===== src/rtl/common.sv =====
// Shared constants for the RV32I -> RVC instruction packer: opcodes, widths,
// pad halfword and the packer state type.
package common;

  localparam int INSTRUCTION_WIDTH = 32;

  localparam logic [6:0] LOAD   = 7'b0000011;
  localparam logic [6:0] STORE  = 7'b0100011;
  localparam logic [6:0] OP     = 7'b0110011;
  localparam logic [6:0] OP_IMM = 7'b0010011;
  localparam logic [6:0] LUI    = 7'b0110111;

  localparam logic [15:0] C_NOP = 16'h0001;

  typedef enum logic {
    EMPTY = 1'b0,
    HALF  = 1'b1
  } pack_state_t;

  // True for x8..x15, the registers reachable from 3-bit RVC register fields.
  function automatic logic is_rvc_reg(input logic [4:0] r);
    return r[4:3] == 2'b01;
  endfunction

endpackage


===== src/rtl/rvc_encoder.sv =====
// Combinational RV32I -> RVC encoder. Only forms whose immediates are
// non-negative are produced, so expansion gives back the original bits.
module rvc_encoder
  import common::*;
(
  input  logic [INSTRUCTION_WIDTH-1:0] instr,
  output logic                         is_compressible,
  output logic [15:0]                  c_instr
);

  logic [6:0]  opcode;
  logic [4:0]  rd;
  logic [2:0]  funct3;
  logic [4:0]  rs1;
  logic [4:0]  rs2;
  logic [6:0]  funct7;
  logic [11:0] imm_i;
  logic [11:0] imm_s;

  assign opcode = instr[6:0];
  assign rd     = instr[11:7];
  assign funct3 = instr[14:12];
  assign rs1    = instr[19:15];
  assign rs2    = instr[24:20];
  assign funct7 = instr[31:25];
  assign imm_i  = instr[31:20];
  assign imm_s  = {instr[31:25], instr[11:7]};

  always_comb begin
    is_compressible = 1'b0;
    c_instr         = 16'h0000;
    case (opcode)
      LOAD: begin
        if (funct3 == 3'b010 && is_rvc_reg(rd) && is_rvc_reg(rs1) &&
            imm_i[1:0] == 2'b00 && imm_i[11:7] == 5'd0) begin
          is_compressible = 1'b1;
          c_instr = {3'b010, imm_i[5:3], rs1[2:0], imm_i[2], imm_i[6], rd[2:0], 2'b00};
        end
      end
      STORE: begin
        if (funct3 == 3'b010 && is_rvc_reg(rs2) && is_rvc_reg(rs1) &&
            imm_s[1:0] == 2'b00 && imm_s[11:7] == 5'd0) begin
          is_compressible = 1'b1;
          c_instr = {3'b110, imm_s[5:3], rs1[2:0], imm_s[2], imm_s[6], rs2[2:0], 2'b00};
        end
      end
      OP_IMM: begin
        case (funct3)
          3'b000: begin
            if (rd == rs1 && rd != 5'd0 && imm_i[11:5] == 7'd0 && imm_i[4:0] != 5'd0) begin
              is_compressible = 1'b1;
              c_instr = {3'b000, 1'b0, rd, imm_i[4:0], 2'b01};
            end else if (rs1 == 5'd0 && rd != 5'd0 && imm_i[11:5] == 7'd0) begin
              is_compressible = 1'b1;
              c_instr = {3'b010, 1'b0, rd, imm_i[4:0], 2'b01};
            end
          end
          3'b001: begin
            if (funct7 == 7'd0 && rd == rs1 && rd != 5'd0 && rs2 != 5'd0) begin
              is_compressible = 1'b1;
              c_instr = {3'b000, 1'b0, rd, rs2, 2'b10};
            end
          end
          3'b101: begin
            // funct7[5] separates SRAI from SRLI in both encodings.
            if ((funct7 == 7'b0000000 || funct7 == 7'b0100000) &&
                rd == rs1 && is_rvc_reg(rd) && rs2 != 5'd0) begin
              is_compressible = 1'b1;
              c_instr = {3'b100, 1'b0, 1'b0, funct7[5], rd[2:0], rs2, 2'b01};
            end
          end
          3'b111: begin
            if (rd == rs1 && is_rvc_reg(rd) && imm_i[11:5] == 7'd0) begin
              is_compressible = 1'b1;
              c_instr = {3'b100, 1'b0, 2'b10, rd[2:0], imm_i[4:0], 2'b01};
            end
          end
          default: ;
        endcase
      end
      LUI: begin
        if (rd != 5'd0 && rd != 5'd2 && instr[31:18] == 14'd0 && instr[17:12] != 6'd0) begin
          is_compressible = 1'b1;
          c_instr = {3'b011, instr[17], rd, instr[16:12], 2'b01};
        end
      end
      OP: begin
        if (funct7 == 7'd0 && funct3 == 3'b000 && rs1 == 5'd0 && rd != 5'd0 && rs2 != 5'd0) begin
          is_compressible = 1'b1;
          c_instr = {3'b100, 1'b0, rd, rs2, 2'b10};
        end else if (funct7 == 7'd0 && funct3 == 3'b000 && rd == rs1 && rd != 5'd0 &&
                     rs2 != 5'd0) begin
          is_compressible = 1'b1;
          c_instr = {3'b100, 1'b1, rd, rs2, 2'b10};
        end else if (rd == rs1 && is_rvc_reg(rd) && is_rvc_reg(rs2)) begin
          if (funct7 == 7'b0100000 && funct3 == 3'b000) begin
            is_compressible = 1'b1;
            c_instr = {3'b100, 1'b0, 2'b11, rd[2:0], 2'b00, rs2[2:0], 2'b01};
          end else if (funct7 == 7'd0 && funct3 == 3'b100) begin
            is_compressible = 1'b1;
            c_instr = {3'b100, 1'b0, 2'b11, rd[2:0], 2'b01, rs2[2:0], 2'b01};
          end else if (funct7 == 7'd0 && funct3 == 3'b110) begin
            is_compressible = 1'b1;
            c_instr = {3'b100, 1'b0, 2'b11, rd[2:0], 2'b10, rs2[2:0], 2'b01};
          end else if (funct7 == 7'd0 && funct3 == 3'b111) begin
            is_compressible = 1'b1;
            c_instr = {3'b100, 1'b0, 2'b11, rd[2:0], 2'b11, rs2[2:0], 2'b01};
          end
        end
      end
      default: ;
    endcase
  end

endmodule


===== src/rtl/rvc_packer.sv =====
// Packs a stream of RV32I instructions, compressed where possible, into
// little-endian 32-bit memory words with a one-deep output register.
module rvc_packer
  import common::*;
#(
  parameter int COMPRESS_EN = 1
) (
  input  logic                         clk,
  input  logic                         rst_n,
  input  logic                         in_valid,
  output logic                         in_ready,
  input  logic [INSTRUCTION_WIDTH-1:0] in_instr,
  input  logic                         flush,
  output logic                         out_valid,
  input  logic                         out_ready,
  output logic [INSTRUCTION_WIDTH-1:0] out_word,
  output logic                         empty,
  output logic [15:0]                  comp_cnt
);

  // Handshakes: a transfer happens on a rising edge where valid && ready are
  // both high; out_word is held stable while out_valid && !out_ready.

  pack_state_t                  state, state_nxt;
  logic [15:0]                  p, p_nxt;
  logic [INSTRUCTION_WIDTH-1:0] out_word_nxt;
  logic                         out_valid_nxt;
  logic [15:0]                  comp_cnt_nxt;

  logic                         enc_ok;
  logic [15:0]                  enc_c;
  logic                         slot_free;
  logic                         accept;
  logic                         use_c;

  rvc_encoder u_encoder (
    .instr          (in_instr),
    .is_compressible(enc_ok),
    .c_instr        (enc_c)
  );

  assign slot_free = !out_valid || out_ready;
  assign in_ready  = slot_free && !flush;
  assign accept    = in_valid && in_ready;
  assign use_c     = (COMPRESS_EN != 0) && enc_ok;
  assign empty     = (state == EMPTY) && !out_valid;

  always_comb begin
    state_nxt     = state;
    p_nxt         = p;
    out_word_nxt  = out_word;
    out_valid_nxt = out_valid;
    comp_cnt_nxt  = comp_cnt;

    if (out_valid && out_ready) out_valid_nxt = 1'b0;

    if (accept) begin
      out_valid_nxt = (state == HALF) || !use_c;
      if (use_c) begin
        if (comp_cnt != 16'hFFFF) comp_cnt_nxt = comp_cnt + 16'd1;
        if (state == EMPTY) begin
          p_nxt     = enc_c;
          state_nxt = HALF;
        end else begin
          out_word_nxt = {enc_c, p};
          state_nxt    = EMPTY;
        end
      end else if (state == EMPTY) begin
        out_word_nxt = in_instr;
      end else begin
        // A 32-bit instruction straddles the word boundary; its upper half waits.
        out_word_nxt = {in_instr[15:0], p};
        p_nxt        = in_instr[31:16];
      end
    end else if (flush && slot_free && state == HALF) begin
      out_word_nxt  = {C_NOP, p};
      out_valid_nxt = 1'b1;
      state_nxt     = EMPTY;
    end
  end

  always_ff @(posedge clk) begin
    if (!rst_n) begin
      state     <= EMPTY;
      p         <= 16'h0000;
      out_word  <= '0;
      out_valid <= 1'b0;
      comp_cnt  <= 16'h0000;
    end else begin
      state     <= state_nxt;
      p         <= p_nxt;
      out_word  <= out_word_nxt;
      out_valid <= out_valid_nxt;
      comp_cnt  <= comp_cnt_nxt;
    end
  end

endmodule


===== config.mk =====
export PLATFORM = sky130hd
export DESIGN_NAME = rvc_packer
export DESIGN_NICKNAME = d
export VERILOG_FILES = /design/src/rtl/common.sv /design/src/rtl/rvc_encoder.sv /design/src/rtl/rvc_packer.sv
export SDC_FILE = /design/constraint.sdc
export NUM_CORES = 1
export LEC_CHECK = 0
export BUFFER_PORTS_ARGS = -buffer_cell sky130_fd_sc_hd__buf_2
export CAP_MARGIN = 0
export CORE_MARGIN = 4
export CORE_UTILIZATION = 60
export CTS_CLUSTER_DIAMETER = 50
export DETAILED_ROUTE_END_ITERATION = 7
export PLACE_DENSITY = 0.86
export SYNTH_ARGS = -nofsm -noshare
export SYNTH_HDL_FRONTEND = slang
export SYNTH_SLANG_ARGS = --single-unit

===== constraint.sdc =====
create_clock -name clk -period 5.85 [get_ports clk]
set_input_delay 1.17 -clock clk [delete_from_list [all_inputs] [get_ports clk]]
set_output_delay 1.17 -clock clk [all_outputs]
set_load 0.1 [all_outputs]

==> flow_summary.yaml <==
run_status:
  status: "complete, no violations"
clocking:
  ctsHoldBuffers: 0
  cts_made_buffers: 9
  clk_pin_slew_ns: 0.08
  clockRootBuffer: "clkbuf_8"
  ctsHtreeMaxLevel: 3
  worstSkewPairLatency_ns: 0.36
  clock_path_buffers: 2
  cts_resized: 0
  cts_tree: "yes"
  cts.sinks: 66
  cts_setup_buffers: 0
sta:
  fin_crit_sh_pct: 82.39
  period_needed_ns: 4.820
  finalSetupViolations: 0
  skew_ns: 0.01523
  hold_viol: 0
  grt_setup_unrepaired: "false"
  tns_ns: 0
  relSlewSlack_pct: 30.29
  fin_ws_ns: 1.030
  fmax_mhz: 207.5
  drv_slew: 0
  worst_pin_slew_ns: 1.044
final_layout:
  register_area_sq_um: 1321
  nFillCells: 520
  nets: 644
  multi_input_area_sq_um: 2696
  drive_above_1_share_pct: 22.62
  n_antenna_cell: 0
  mostFrequentLayoutCells: "87 x buf_2, 66 x dfxtp_1, 50 x o21ai_0, 50 x a21oi_1, 49 x nor2_1"
  syn_to_final_growth_pct: 16.62
  final_common_cell: "buf_2"
grt:
  antenna_found_initial: 0
  grt_pass1_vias: 4755
  grt_pass1_wl_mm: 24.46
  grt_max_degree: 44
  grt_usage_pct: 36.84
  grt_overflow: 0
power:
  clkPwrFrac_pct: 39.0
  p_seq_share_pct: 41.0
  comb_power_share_pct: 20.0
  powerDensity_nw_per_um2: 234.1
  switchingPower_uw: 392.8
  switching_share_pct: 34.31
  peakVddDrop_mv: 0.1547
  leakagePower_nw: 1.936
  intPower_uw: 752.2
synthesis:
  synthesis.instances: 533
  ys_seq_elements: 66
  syn-cell-area_sq_um: 4194
  avgSynthCellArea_sq_um: 7.869
  synth_area_leader_cell: "dfxtp_1"
  synthArstFlopShare_pct: 0
  ys_warn_count: 0
  synth.top_cell.area_share_pct: 31.50
  synth.area.top_cells: "dfxtp_1 32%, a21oi_1 6.0%, o21ai_0 6.0%"
  ys_types: 64
  synthFlopType: "dfxtp_1"
  ys_seq_area_share_pct: 31.50
  synth_edf_count: 0
  synth_fp_nets: 572
route:
  finalWirelength_mm: 15.63
  drt_iter0_markers: 621
  vias_per_cell: 7.035
  drt_first_pass_iters: 6
  drc_errors: 0
  drtAntennaViolNets: 0
  num_vias: 4967
  detail_route.wl_per_cell_um: 22.14
setup_path:
  end_kind: "flip-flop"
  cp.required_ns: 6.12
  startpoint_type: "input pin"
  arrival_ns: 5.09
  crit_fanout: 33
  path_class: "input pin to flip-flop"
placed_design:
  io_buffers: 87
  place_congestion: 1.074
  place_ws_ns: 0.8775
  hpwl_mm: 11.40
hold_path:
  min_path_type: "flip-flop to flip-flop"
floorplan:
  io_pins: 88
  rows: 30
  fp.coreArea_sq_um: 6794
  die_h_um: 91.61
  die-area_sq_um: 8391
  die_x_um: 91.61
  start_util_pct: 61.73
flow_run:
  drv_cap: 0
## per-stage QoR
step | utilization (%) | hold WS (ns) | total power [mW] | std cells | cell area (sq um)
6_report | 71.99 | 0.4765 | 1.145 | 706 | 4891
5_1_grt | 71.99 | 0.4845 | 1.167 | 706 | 4891
3_3_place_gp | 68.69 | 0.4469 | 0.6994 | 690 | 4667
4_1_cts | 71.99 | 0.4758 | 1.135 | 706 | 4891
3_5_place_dp | 68.69 | 0.4570 | 0.7029 | 690 | 4667
2_1_floorplan | - | 0.4404 | 0.6445 | 533 | 4194
## critical path, cell delays in order
cell and delay (ns):
buf_2 0.22, xnor2_1 0.16, nand3_1 0.26, nor3_1 0.88
nand4_1 0.37, o211a_2 0.30, and2_1 0.18, inv_1 0.07
ha_1 0.20, nor3b_1 0.07, a21oi_1 0.14, nor2_1 0.07
buf_4 0.24, nor2_1 0.51, a32oi_1 0.10, o21ai_0 0.13
## synthesized netlist by cell type, types with 4 or more instances
cell,n
a32oi_1,4
nand2b_1,10
nor4_1,8
xnor2_1,17
mux2_2,9
or3_1,11
nor2_1,49
o21ai_0,50
and3_1,10
a21oi_1,50
and2_1,8
nand2_1,32
a22o_1,7
nand4_1,9
a22oi_1,7
a211oi_1,4
nor3_1,28
dfxtp_1,66
a31oi_1,8
mux2i_1,20
clkbuf_1,26
buf_2,6
inv_1,9
or4_1,4
nand3_1,15
and4_1,4
## sequential cells by signal, summed over array words and instances, names as in the netlist
name and cells:
out_word 32, comp_cnt 16, p 16, out_valid 1, state 1
## power groups by stage
stage | registers (mW) | logic, mW | clock network [mW]
floorplan | 0.569 | 0.0752 | 0
global placement | 0.478 | 0.221 | 0
detailed placement | 0.479 | 0.224 | 0
CTS | 0.469 | 0.225 | 0.441
global route | 0.470 | 0.237 | 0.460
finish | 0.469 | 0.229 | 0.447
## logic make-up after synthesis
group	count (synthesis)	synth area share, %
xor+xnor	18	3.759
compound gates	163	25.33
flops	66	31.50
fa+ha+maj	2	0.5966
simple gates	212	27.42
mux	29	7.190
buf+inv	43	4.206
## path summary, 6_finish.rpt
| kind | start | to | slack [ns] | cells past startpoint |
|---|---|---|---|---|
| worst max-delay path | in_instr[17] | out_word[27]$_SDFFE_PN0P_ | 1.03 | 16 |
| worst min-delay path | out_word[22]$_SDFFE_PN0P_ | out_word[22]$_SDFFE_PN0P_ | 0.48 | 1 |
| worst max register to register | state$_SDFFE_PN0P_ | out_word[27]$_SDFFE_PN0P_ | 2.92 | 9 |
| worst min register to register | out_word[22]$_SDFFE_PN0P_ | out_word[22]$_SDFFE_PN0P_ | 0.48 | 1 |
## layer usage
layer | up-vias | GRT usage (%) | part of all wire [%]
met1 | 2319 | 45.72 | 37
met2 | 408 | 57.76 | 46
li1 | 2139 | - | -
met3 | 101 | 7.374 | 11
met5 | - | 0 | 0
met4 | 0 | 23.74 | 5.9
## area by class of cell
class                           count  area share, %
Multi-Input combinational cell    424          55.13
Sequential cell                    66          27.01
Timing Repair Buffer               95          10.13
Clock buffer                        9          2.533
Tap cell                           96          2.456
Clock inverter                      7          2.047
Inverter                            9         0.6907
(Power assumes the default switching activity.)
